### src/rtl/fifo_write_arbiter.sv
// Round-robin packet arbiter in front of a FIFO write port: grants a whole
// burst to one requester only when the FIFO has room for every beat of it.
module fifo_write_arbiter #(
    parameter int NREQ      = 4,
    parameter int DATAWIDTH = 8,
    parameter int ADDRWIDTH = 6,
    parameter int FIFODEPTH = 44,
    parameter int LENWIDTH  = 4
) (
    input  logic                      w_clk,
    input  logic                      w_rst_n,
    input  logic [NREQ-1:0]           req,
    input  logic [NREQ*LENWIDTH-1:0]  req_len,
    input  logic [NREQ*DATAWIDTH-1:0] req_data,
    input  logic                      w_full,
    input  logic [ADDRWIDTH:0]        w_counter,
    output logic [NREQ-1:0]           gnt,
    output logic [NREQ-1:0]           beat_ack,
    output logic                      w_en,
    output logic [DATAWIDTH-1:0]      w_data,
    output logic                      busy
);

    localparam int IDXW = (NREQ > 1) ? $clog2(NREQ) : 1;
    // Wide enough that occupancy plus a full burst can never wrap.
    localparam int CW   = (ADDRWIDTH + 2 > LENWIDTH + 2) ? ADDRWIDTH + 2 : LENWIDTH + 2;

    typedef enum logic {
        ARB   = 1'b0,
        BURST = 1'b1
    } state_t;

    state_t              state_q,  state_d;
    logic [IDXW-1:0]     rr_ptr_q, rr_ptr_d;
    logic [IDXW-1:0]     owner_q,  owner_d;
    logic [LENWIDTH-1:0] len_q,    len_d;
    logic [LENWIDTH-1:0] beat_q,   beat_d;
    logic [NREQ-1:0]     gnt_q,    gnt_d;
    logic                busy_q,   busy_d;

    logic                found;
    logic [IDXW-1:0]     winner;
    logic [IDXW:0]       probe;
    logic [LENWIDTH-1:0] winner_len;
    logic [CW-1:0]       need;
    logic                space_ok;

    // Round-robin search: first asserted request at or after rr_ptr, wrapping.
    always_comb begin
        // NOTE: every signal written here gets a default first, so no path
        // leaves it unassigned and no latch is inferred.
        found  = 1'b0;
        winner = rr_ptr_q;
        probe  = '0;
        for (int k = 0; k < NREQ; k++) begin
            probe = {1'b0, rr_ptr_q} + (IDXW+1)'(k);
            if (probe >= (IDXW+1)'(NREQ)) begin
                probe = probe - (IDXW+1)'(NREQ);
            end
            if (!found && req[probe[IDXW-1:0]]) begin
                found  = 1'b1;
                winner = probe[IDXW-1:0];
            end
        end
    end

    // The winner is held (never skipped) until the whole packet fits.
    always_comb begin
        winner_len = req_len[int'(winner)*LENWIDTH +: LENWIDTH];
        need       = CW'(w_counter) + CW'(winner_len) + CW'(1);
        space_ok   = (need <= CW'(FIFODEPTH));
    end

    always_comb begin
        state_d  = state_q;
        rr_ptr_d = rr_ptr_q;
        owner_d  = owner_q;
        len_d    = len_q;
        beat_d   = beat_q;
        gnt_d    = gnt_q;
        busy_d   = busy_q;
        case (state_q)
            ARB: begin
                if (found && space_ok) begin
                    state_d = BURST;
                    owner_d = winner;
                    len_d   = winner_len;
                    beat_d  = '0;
                    gnt_d   = NREQ'(1) << winner;
                    busy_d  = 1'b1;
                end
            end
            BURST: begin
                if (w_en) begin
                    if (beat_q == len_q) begin
                        state_d  = ARB;
                        beat_d   = '0;
                        gnt_d    = '0;
                        busy_d   = 1'b0;
                        rr_ptr_d = (owner_q == IDXW'(NREQ-1)) ? '0 : owner_q + 1'b1;
                    end else begin
                        beat_d = beat_q + 1'b1;
                    end
                end
            end
            default: state_d = ARB;
        endcase
    end

    // A full FIFO simply withholds the beat; the requester keeps presenting it.
    always_comb begin
        w_en     = 1'b0;
        w_data   = '0;
        beat_ack = '0;
        if (state_q == BURST) begin
            w_en     = !w_full;
            w_data   = req_data[int'(owner_q)*DATAWIDTH +: DATAWIDTH];
            beat_ack = w_en ? (NREQ'(1) << owner_q) : '0;
        end
    end

    always_ff @(posedge w_clk) begin
        // NOTE: state registers use non-blocking assignments so every flop
        // samples pre-edge values regardless of statement order.
        if (!w_rst_n) begin
            state_q  <= ARB;
            rr_ptr_q <= '0;
            owner_q  <= '0;
            len_q    <= '0;
            beat_q   <= '0;
            gnt_q    <= '0;
            busy_q   <= 1'b0;
        end else begin
            state_q  <= state_d;
            rr_ptr_q <= rr_ptr_d;
            owner_q  <= owner_d;
            len_q    <= len_d;
            beat_q   <= beat_d;
            gnt_q    <= gnt_d;
            busy_q   <= busy_d;
        end
    end

    assign gnt  = gnt_q;
    assign busy = busy_q;

endmodule

### config.mk
export PLATFORM = sky130hd
export DESIGN_NAME = fifo_write_arbiter
export DESIGN_NICKNAME = d
export VERILOG_FILES = /design/src/rtl/fifo_write_arbiter.sv
export SDC_FILE = /design/constraint.sdc
export NUM_CORES = 1
export LEC_CHECK = 0
export BUFFER_PORTS_ARGS = -buffer_cell sky130_fd_sc_hd__buf_2
export CORE_MARGIN = 1
export CORE_UTILIZATION = 40
export DETAILED_ROUTE_END_ITERATION = 8
export PLACE_DENSITY = 0.76
export SYNTH_ARGS = -nofsm -noshare
export SYNTH_HDL_FRONTEND = slang
export SYNTH_SLANG_ARGS = --single-unit
### constraint.sdc
create_clock -name w_clk -period 3.1 [get_ports w_clk]
set_input_delay 0.155 -clock w_clk [delete_from_list [all_inputs] [get_ports w_clk]]
set_output_delay 0.155 -clock w_clk [all_outputs]
set_load 0.05 [all_outputs]
# Word level (Yosys, flattened, before mapping)

Cells that the tools add are included.

Register bits: 18
Latch bits: 0
Bits in writable memories: 0
Memory bits (read-only): 0
Input port bits: 62
Output and inout port bits: 18
Word-level logic and storage cells: 90
Memories kept: 0

Add/sub/neg operators: 11
$mul: 0
Divide/modulo/power cells: 0
$lt $le $gt $ge: 9
Equal/unequal tests: 5
Shifts and indexed selects: 4
Mux-type cells: 41
Bitwise gates (word level): 1
Reduce and logical (&&, ||, !) cells: 12

Operators with widths:

| cell                                                                   | number |
|---|---|
| 4-bit 2-to-1 mux                                                       | 8 |
| 32-bit by 6-bit variable part select with 8-bit output                 | 1 |
| 2-bit 2-to-1 mux                                                       | 9 |
| 4-bit one-hot mux with 2 select lines                                  | 2 |
| 16-bit by 5-bit variable part select with 4-bit output                 | 1 |
| 1-bit 2-to-1 mux                                                       | 15 |
| 2-bit by 3-bit < comparator with 1-bit output (second input constant)  | 4 |
| 3-bit greater-or-equal comparator (second input constant)              | 3 |
| 7-bit by 4-bit adder with 8-bit output                                 | 1 |
| 8-bit by 1-bit adder with 8-bit output (second input constant)         | 1 |
| 1-bit binary-select mux with 2-bit select                              | 4 |
| 8-bit by 6-bit <= comparator with 1-bit output (second input constant) | 1 |
| 8-bit 2-to-1 mux                                                       | 1 |
| 1-bit by 2-bit left shift with 4-bit output (first input constant)     | 2 |
| 2-bit by 1-bit subtractor with 2-bit output (second input constant)    | 4 |
| 2-bit by 2-bit adder with 3-bit output (second input constant)         | 2 |
| 3-bit AND reduction                                                    | 2 |
| 4-bit by 1-bit adder with 4-bit output (second input constant)         | 1 |
| 4-bit equality test                                                    | 1 |
| 1-bit logical AND                                                      | 4 |
| 1-bit logical NOT                                                      | 4 |
| 2-bit inequality test (second input constant)                          | 2 |
| 1-bit one-hot mux with 2 select lines                                  | 2 |
| 2-bit AND reduction                                                    | 2 |
| other kinds (6)                                                        | 6 |

# Depth between registers and ports, before layout

Depth in word-level cells: 21
Mapped depth: 15
Depth with buffers taken out: 12

# Worst setup path before layout

OpenSTA, ideal clock, no wires.

Path kind: reg2reg
Start point: register rr_ptr_q[1]
End point: register beat_q[1]
Library setup time: 0.128 ns
Arrival time: 2.888 ns
Required time: 2.972 ns
Path slack: 0.085 ns
Stages on the path, launching flop included: 16
Buffers on the path: 3
Period minus slack after synthesis: 3.015 ns
Path through: dfxtp_1 > or3_1 > o2111ai_2 > nand2_4 > buf_6 > mux2i_1 > mux2i_1 > ha_1 > nor2b_1 > or3_1 > a31oi_1 > o211ai_1 > buf_6 > buf_2 > a32oi_1 > nor2_1

Longest elaborated chain between the ends: 21
Elaborated cells between the ends (all ways): 44
Those cells by class: add/sub (9); order compare (5); eq/ne (1); shift (1); mux (20); reduce/logical (8)

Ends and longest elaborated chain:

| item                                                                            | RTL line | text |
|---|---|---|
| start: declaration                                                              | 34       | `logic [IDXW-1:0] rr_ptr_q, rr_ptr_d;` |
| start signal: assignment                                                        | 135      | `rr_ptr_q <= rr_ptr_d;` |
| branches (longest 13 deep; another with 2-bit by 1-bit adder with 3-bit output) | --       |  |
| 2-bit 2-to-1 mux *                                                              | 60       | `if (!found && req[probe[IDXW-1:0]]) begin` |
| 16-bit by 5-bit variable part select with 4-bit output *                        | 69       | `winner_len = req_len[int'(winner)*LENWIDTH +: LENWIDTH];` |
| named net winner_len[1]                                                         | 44       | `logic [LENWIDTH-1:0] winner_len;` |
| 7-bit by 4-bit adder with 8-bit output *                                        | 70       | `need = CW'(w_counter) + CW'(winner_len) + CW'(1);` |
| 8-bit by 1-bit adder with 8-bit output *                                        | 70       |  |
| 8-bit by 6-bit <= comparator with 1-bit output *                                | 71       | `space_ok = (need <= CW'(FIFODEPTH));` |
| 1-bit logical AND *                                                             | 84       | `if (found && space_ok) begin` |
| 2-bit inequality test (no line) *                                               | --       |  |
| 2-bit AND reduction (no line) *                                                 | --       |  |
| end signal: assignment                                                          | 138      | `beat_q <= beat_d;` |
| end: declaration                                                                | 37       | `logic [LENWIDTH-1:0] beat_q, beat_d;` |

Mark *: on every way through the listed nets, which the timed path passes. The select of a mux whose other input is x is not followed.
A chain may end at the register's enable or synchronous reset.

# Final worst setup path

Start point: register rr_ptr_q[0]
End point: register gnt_q[2] (netlist: gnt[2])

Longest elaborated chain between the ends: 21
Elaborated cells between the ends (all ways): 47
Those cells by class: add/sub (9); order compare (5); eq/ne (1); shift (2); mux (22); reduce/logical (8)

Ends and longest elaborated chain:

| item                                                                            | RTL line | text |
|---|---|---|
| branches (longest 13 deep; another with 2-bit by 1-bit adder with 3-bit output) | --       |  |
| 2-bit 2-to-1 mux *                                                              | 60       |  |
| 16-bit by 5-bit variable part select with 4-bit output *                        | 69       |  |
| named net winner_len[1]                                                         | 44       |  |
| 7-bit by 4-bit adder with 8-bit output *                                        | 70       |  |
| 8-bit by 1-bit adder with 8-bit output *                                        | 70       |  |
| 8-bit by 6-bit <= comparator with 1-bit output *                                | 71       |  |
| 1-bit logical AND *                                                             | 84       |  |
| 2-bit inequality test (no line) *                                               | --       |  |
| 3-bit AND reduction (no line) *                                                 | --       |  |
| end signal: assignment                                                          | 139      | `gnt_q <= gnt_d;` |
| end: declaration                                                                | 38       | `logic [NREQ-1:0] gnt_q, gnt_d;` |

Marks and branches as above.

==> results.txt <==
----------------------------------------------------
[STA]
  Clock tree skew after final layout ... approximately 0.0087 ns
  Slew at the pin closest to its max-slew limit ... 0.6569 ns
  Number of failing hold endpoints at the final stage ... 0
  Share of the clock period used by the worst path ... 102.1%
  Final number of setup-violating endpoints ... 7
  Relative slew slack ... roughly 56%
  Number of max-slew violations in the final report ... 0
  Unrepaired setup endpoints after global routing ... true
  Post-layout min period ... 3.166 ns
  Fmax ... between 0.3 and 0.4 GHz
  Worst setup margin ... -0.06554 ns
  Setup TNS ... -0.3129 ns

[Place]
  HPWL Detailed ... around 2900 um
  Worst slack, placed ... -0.09785 ns
  I/O Buffers ... slightly below 80
  Instance area after placement ... 1914 um^2
  Cells after DPL ... between 200 and 300
  Placer's final routability congestion estimate ... between 0.7 and 0.8

[Global route]
  Maximum number of pins on one net before global-route repair ... 22
  Initial antenna violation count ... 0
  Global Route Usage Sum ... 18.93%
  First-pass GRT wire length ... between 6000 and 7000 um
  Residual overflow from global routing ... 0
  Vias in the first global route ... ~1400

[Setup path]
  Cell Chain, Critical Path ... nor2b_1 -> a21o_1 -> a211oi_4 -> mux2i_1 -> ha_1 -> nor2b_4 -> or3_4 -> a31oi_2 -> o211ai_1 -> clkbuf_16 -> or3b_1 -> a21oi_2
  Maximum fanout encountered on the critical timing path ... 8
  Worst path arrival time ... 3.40 ns
  Crit. path cell count ... 12
  Reg2reg start ... rr_ptr_q[0]
  Dominant delay contributor by cell family on the critical path ... compound AO/OA/AOI/OAI gates
  Data required, critical path ... roughly 3.3 ns
  Delay of the slowest cell on the worst path ... roughly 0.37 ns
  Worst reg2reg path endpoint ... gnt[2]
  Critical-path top delay cell ... sky130_fd_sc_hd__dfxtp_2
  Kind of end point of the critical path ... flop
  Register-to-register path setup slack ... -0.07 ns
  Setup crit end ... gnt[2]
  Origin of the worst setup path ... rr_ptr_q[0]
  Crit path launch type ... flop
  Count of buffering cells on the critical path with inverters included ... 1
  Worst Reg-to-Reg Cells ... 12
  Startpoint-to-endpoint class of the critical path ... flop to flop

[Floorplan]
  Row count ... 21
  I/O pin total ... 80
  Core area ... between 3000 and 4000 um^2
  Starting utilization of the core area ... around 43%
  Die outline width ... 62.47 um
  Die Y ... between 60 and 70 um
  Floorplan die area ... 3903 um^2

[Yosys]
  Multiplexer share of the synthesized area ... 22.67%
  Combinational family with the most area after synthesis ... multiplexers
  Syn Nets ... approximately 230
  Most area-hungry cell type in the Yosys netlist ... sky130_fd_sc_hd__dfxtp_1
  FFs w/ async S/R, synth ... 0%
  Most used DFF post-synth ... sky130_fd_sc_hd__dfxtp_1
  Largest cells by area after synthesis ... sky130_fd_sc_hd__dfxtp_1 25%, sky130_fd_sc_hd__mux4_2 12%, sky130_fd_sc_hd__mux2i_1 9.6%
  Number of warning messages in the yosys log ... 0
  Number of synthesized flops with an enable pin ... 0
  Post-synthesis sequential element count ... 18
  Synthesized-area fraction occupied by ao, oa, aoi and oai cells ... between 10% and 20%
  Synthesized-area fraction occupied by adder cells ... between 7 and 8%
  Fraction of the mapped netlist area in simple logic gates ... 22.07%
  Mean cell area of the mapped netlist ... 9.257 um^2
  Register area share after synthesis ... roughly a quarter
  Netlist cell types ... 40
  Netlist Area Pre-Place ... between 1000 and 1500 um^2
  Proportion of netlist area held by the largest area contributor ... about a quarter
  Synthesized-area fraction occupied by xor and xnor cells ... 2.994%
  Synthesized instance count ... between 150 and 200

[Power]
  Leak Pwr ... roughly 1.1 nW
  Design Power ... 744.3 uW
  Maximum vdd drop ... a little over 0.2 mV
  Cell area power density ... 345.7 nW/um^2

[Route]
  First-iteration detailed-routing DRC count ... about 70
  Detailed-routing wirelength on met1 ... ~1600 um
  Met3 wire len ... around 330 um
  Remaining number of nets flagged by the antenna check after routing ... 0
  Routed wire length on met2 ... 2040 um
  Number of vias after detailed routing ... approximately 1500
  Total Routed Length ... around 4000 um
  Number of optimization iterations in the first detailed-route pass ... 4
  Vias per inst ... 5.191
  Remaining design rule violation count ... 0
  Top metal layer carrying routed signals ... met4
  Wire length per cell after detailed routing ... about 13 um

[Final layout]
  Number of nets at the end of the flow ... around 320
  Layout area overhead ... 47.22%
  Antenna diode count ... 0
  Count of non-filler cells in the finished layout ... just under 300
  Most used cells in the layout excluding fill and tap cells ... 79 x sky130_fd_sc_hd__buf_2, 16 x sky130_fd_sc_hd__dfxtp_1, 13 x sky130_fd_sc_hd__mux2i_1, 13 x sky130_fd_sc_hd__buf_4, 12 x sky130_fd_sc_hd__and2_1
  # fillers ... 301
  Most frequent standard cell in the layout excluding fill and tap cells ... sky130_fd_sc_hd__buf_2
  Sequential cell area ... approximately 360 um^2
  Share of layout cells above drive strength 1 ... approximately 50%
  Multi-input gate area ... approximately 1100 um^2
  Cell area after layout ... around 2200 um^2

[Clock tree]
  Clock latency reported for the late side of the worst-skew pair ... 0.29 ns
  Sink count of the clock tree ... 18
  CTS Buf Count ... 3
  TritonCTS clock tree ... built
  CTS Buffer Depth ... 2
  Clock Tree Root ... sky130_fd_sc_hd__clkbuf_4
  Clock transition at path regs ... 0.11 ns
  # H-tree levels ... 1

[Hold path]
  Worst min path class ... primary input to flop

[Job]
  Number of max-capacitance violations reported ... 0

[Status]
  Violations in the final reports ... negative setup slack
  Outcome ... finished, violations left

----------------------------------------------------
through the flow:
stage	hold WS (ns)	utilization (%)
final	0.1878	63.04
after global routing	0.1811	63.04
after CTS	0.1912	58.21
after detailed placement	0.4479	56.04
after global placement	0.4439	56.04
after floorplan	0.2854	-
layout make-up:
cell class	count	share of cell area, %
timing repair buffer	97	26.15
inverter	8	1.395
tap	46	2.673
multi-input combinational	125	51.25
clock buffer	4	1.685
sequential	18	16.85
power by group:
| part | internal, mW | switching [mW] | leakage, nW |
|---|---|---|---|
| Sequential | 0.246 | 0.0194 | 0.147 |
| Clock | 0.0715 | 0.0737 | 0.0210 |
| Combinational | 0.163 | 0.171 | 0.917 |
worst min-delay path, stage by stage:
cell and delay [ns]:
sky130_fd_sc_hd__buf_2 0.15, sky130_fd_sc_hd__nand2_1 0.08, sky130_fd_sc_hd__o21ai_1 0.05
kinds of logic (layout without fill, tap and decap cells):
| group | Yosys count | in the layout |
|---|---|---|
| fa+ha+maj | 9 | 9 |
| compound gates | 30 | 30 |
| xor+xnor | 5 | 5 |
| buf+inv | 15 | 109 |
| flops | 18 | 18 |
| mux | 23 | 23 |
| simple gates | 58 | 58 |
registers in the layout, summed over array words and instances (netlist names):
signal / flops
beat_q: 4
busy: 1
gnt: 4
len_q: 4
owner_q: 2
rr_ptr_q: 2
state_q: 1
synthesized netlist by cell type (2+ instances only):
master and n:
sky130_fd_sc_hd__nor2b_1 2, sky130_fd_sc_hd__buf_6 2, sky130_fd_sc_hd__mux2i_1 14, sky130_fd_sc_hd__dfxtp_1 18, sky130_fd_sc_hd__a31oi_1 3, sky130_fd_sc_hd__inv_1 8
sky130_fd_sc_hd__nand2_1 9, sky130_fd_sc_hd__a21oi_1 8, sky130_fd_sc_hd__clkbuf_1 3, sky130_fd_sc_hd__mux4_2 8, sky130_fd_sc_hd__nand4_1 3, sky130_fd_sc_hd__a21o_1 5
sky130_fd_sc_hd__xor2_1 5, sky130_fd_sc_hd__nand3_1 6, sky130_fd_sc_hd__and3_1 3, sky130_fd_sc_hd__and2_1 12, sky130_fd_sc_hd__or3_1 3, sky130_fd_sc_hd__nor2_1 8
sky130_fd_sc_hd__o21ai_0 3, sky130_fd_sc_hd__nand2b_1 4, sky130_fd_sc_hd__a211oi_1 2, sky130_fd_sc_hd__ha_1 9, sky130_fd_sc_hd__or3b_1 2, sky130_fd_sc_hd__buf_2 2
metal layers:
layer	track usage, %	vias up
met1	20.81	705
met5	0	-
met2	34.92	70
met3	6.022	2
met4	4.360	0
li1	-	770
worst min path at each step:
stage	cells after the start	slack [ns]	end	from
6_report	3	0.19	beat_q[2]	w_rst_n
2_1_floorplan	2	0.29	beat_q[2]	w_rst_n
5_1_grt	3	0.18	beat_q[2]	w_rst_n
4_1_cts	3	0.19	beat_q[2]	w_rst_n
3_3_place_gp	2	0.44	busy	busy
3_5_place_dp	2	0.45	busy	busy
what timing repair did:
| action | CTS | global route |
|---|---|---|
| setup endpoints to repair | 4 | 12 |
| pin swaps | 1 | 13 |
| gates cloned | 0 | 1 |
| gates resized for setup | 0 | 24 |
| setup buffers | 5 | 8 |
| hold buffers | 0 | 0 |
Power figures use the tool's default switching activity.
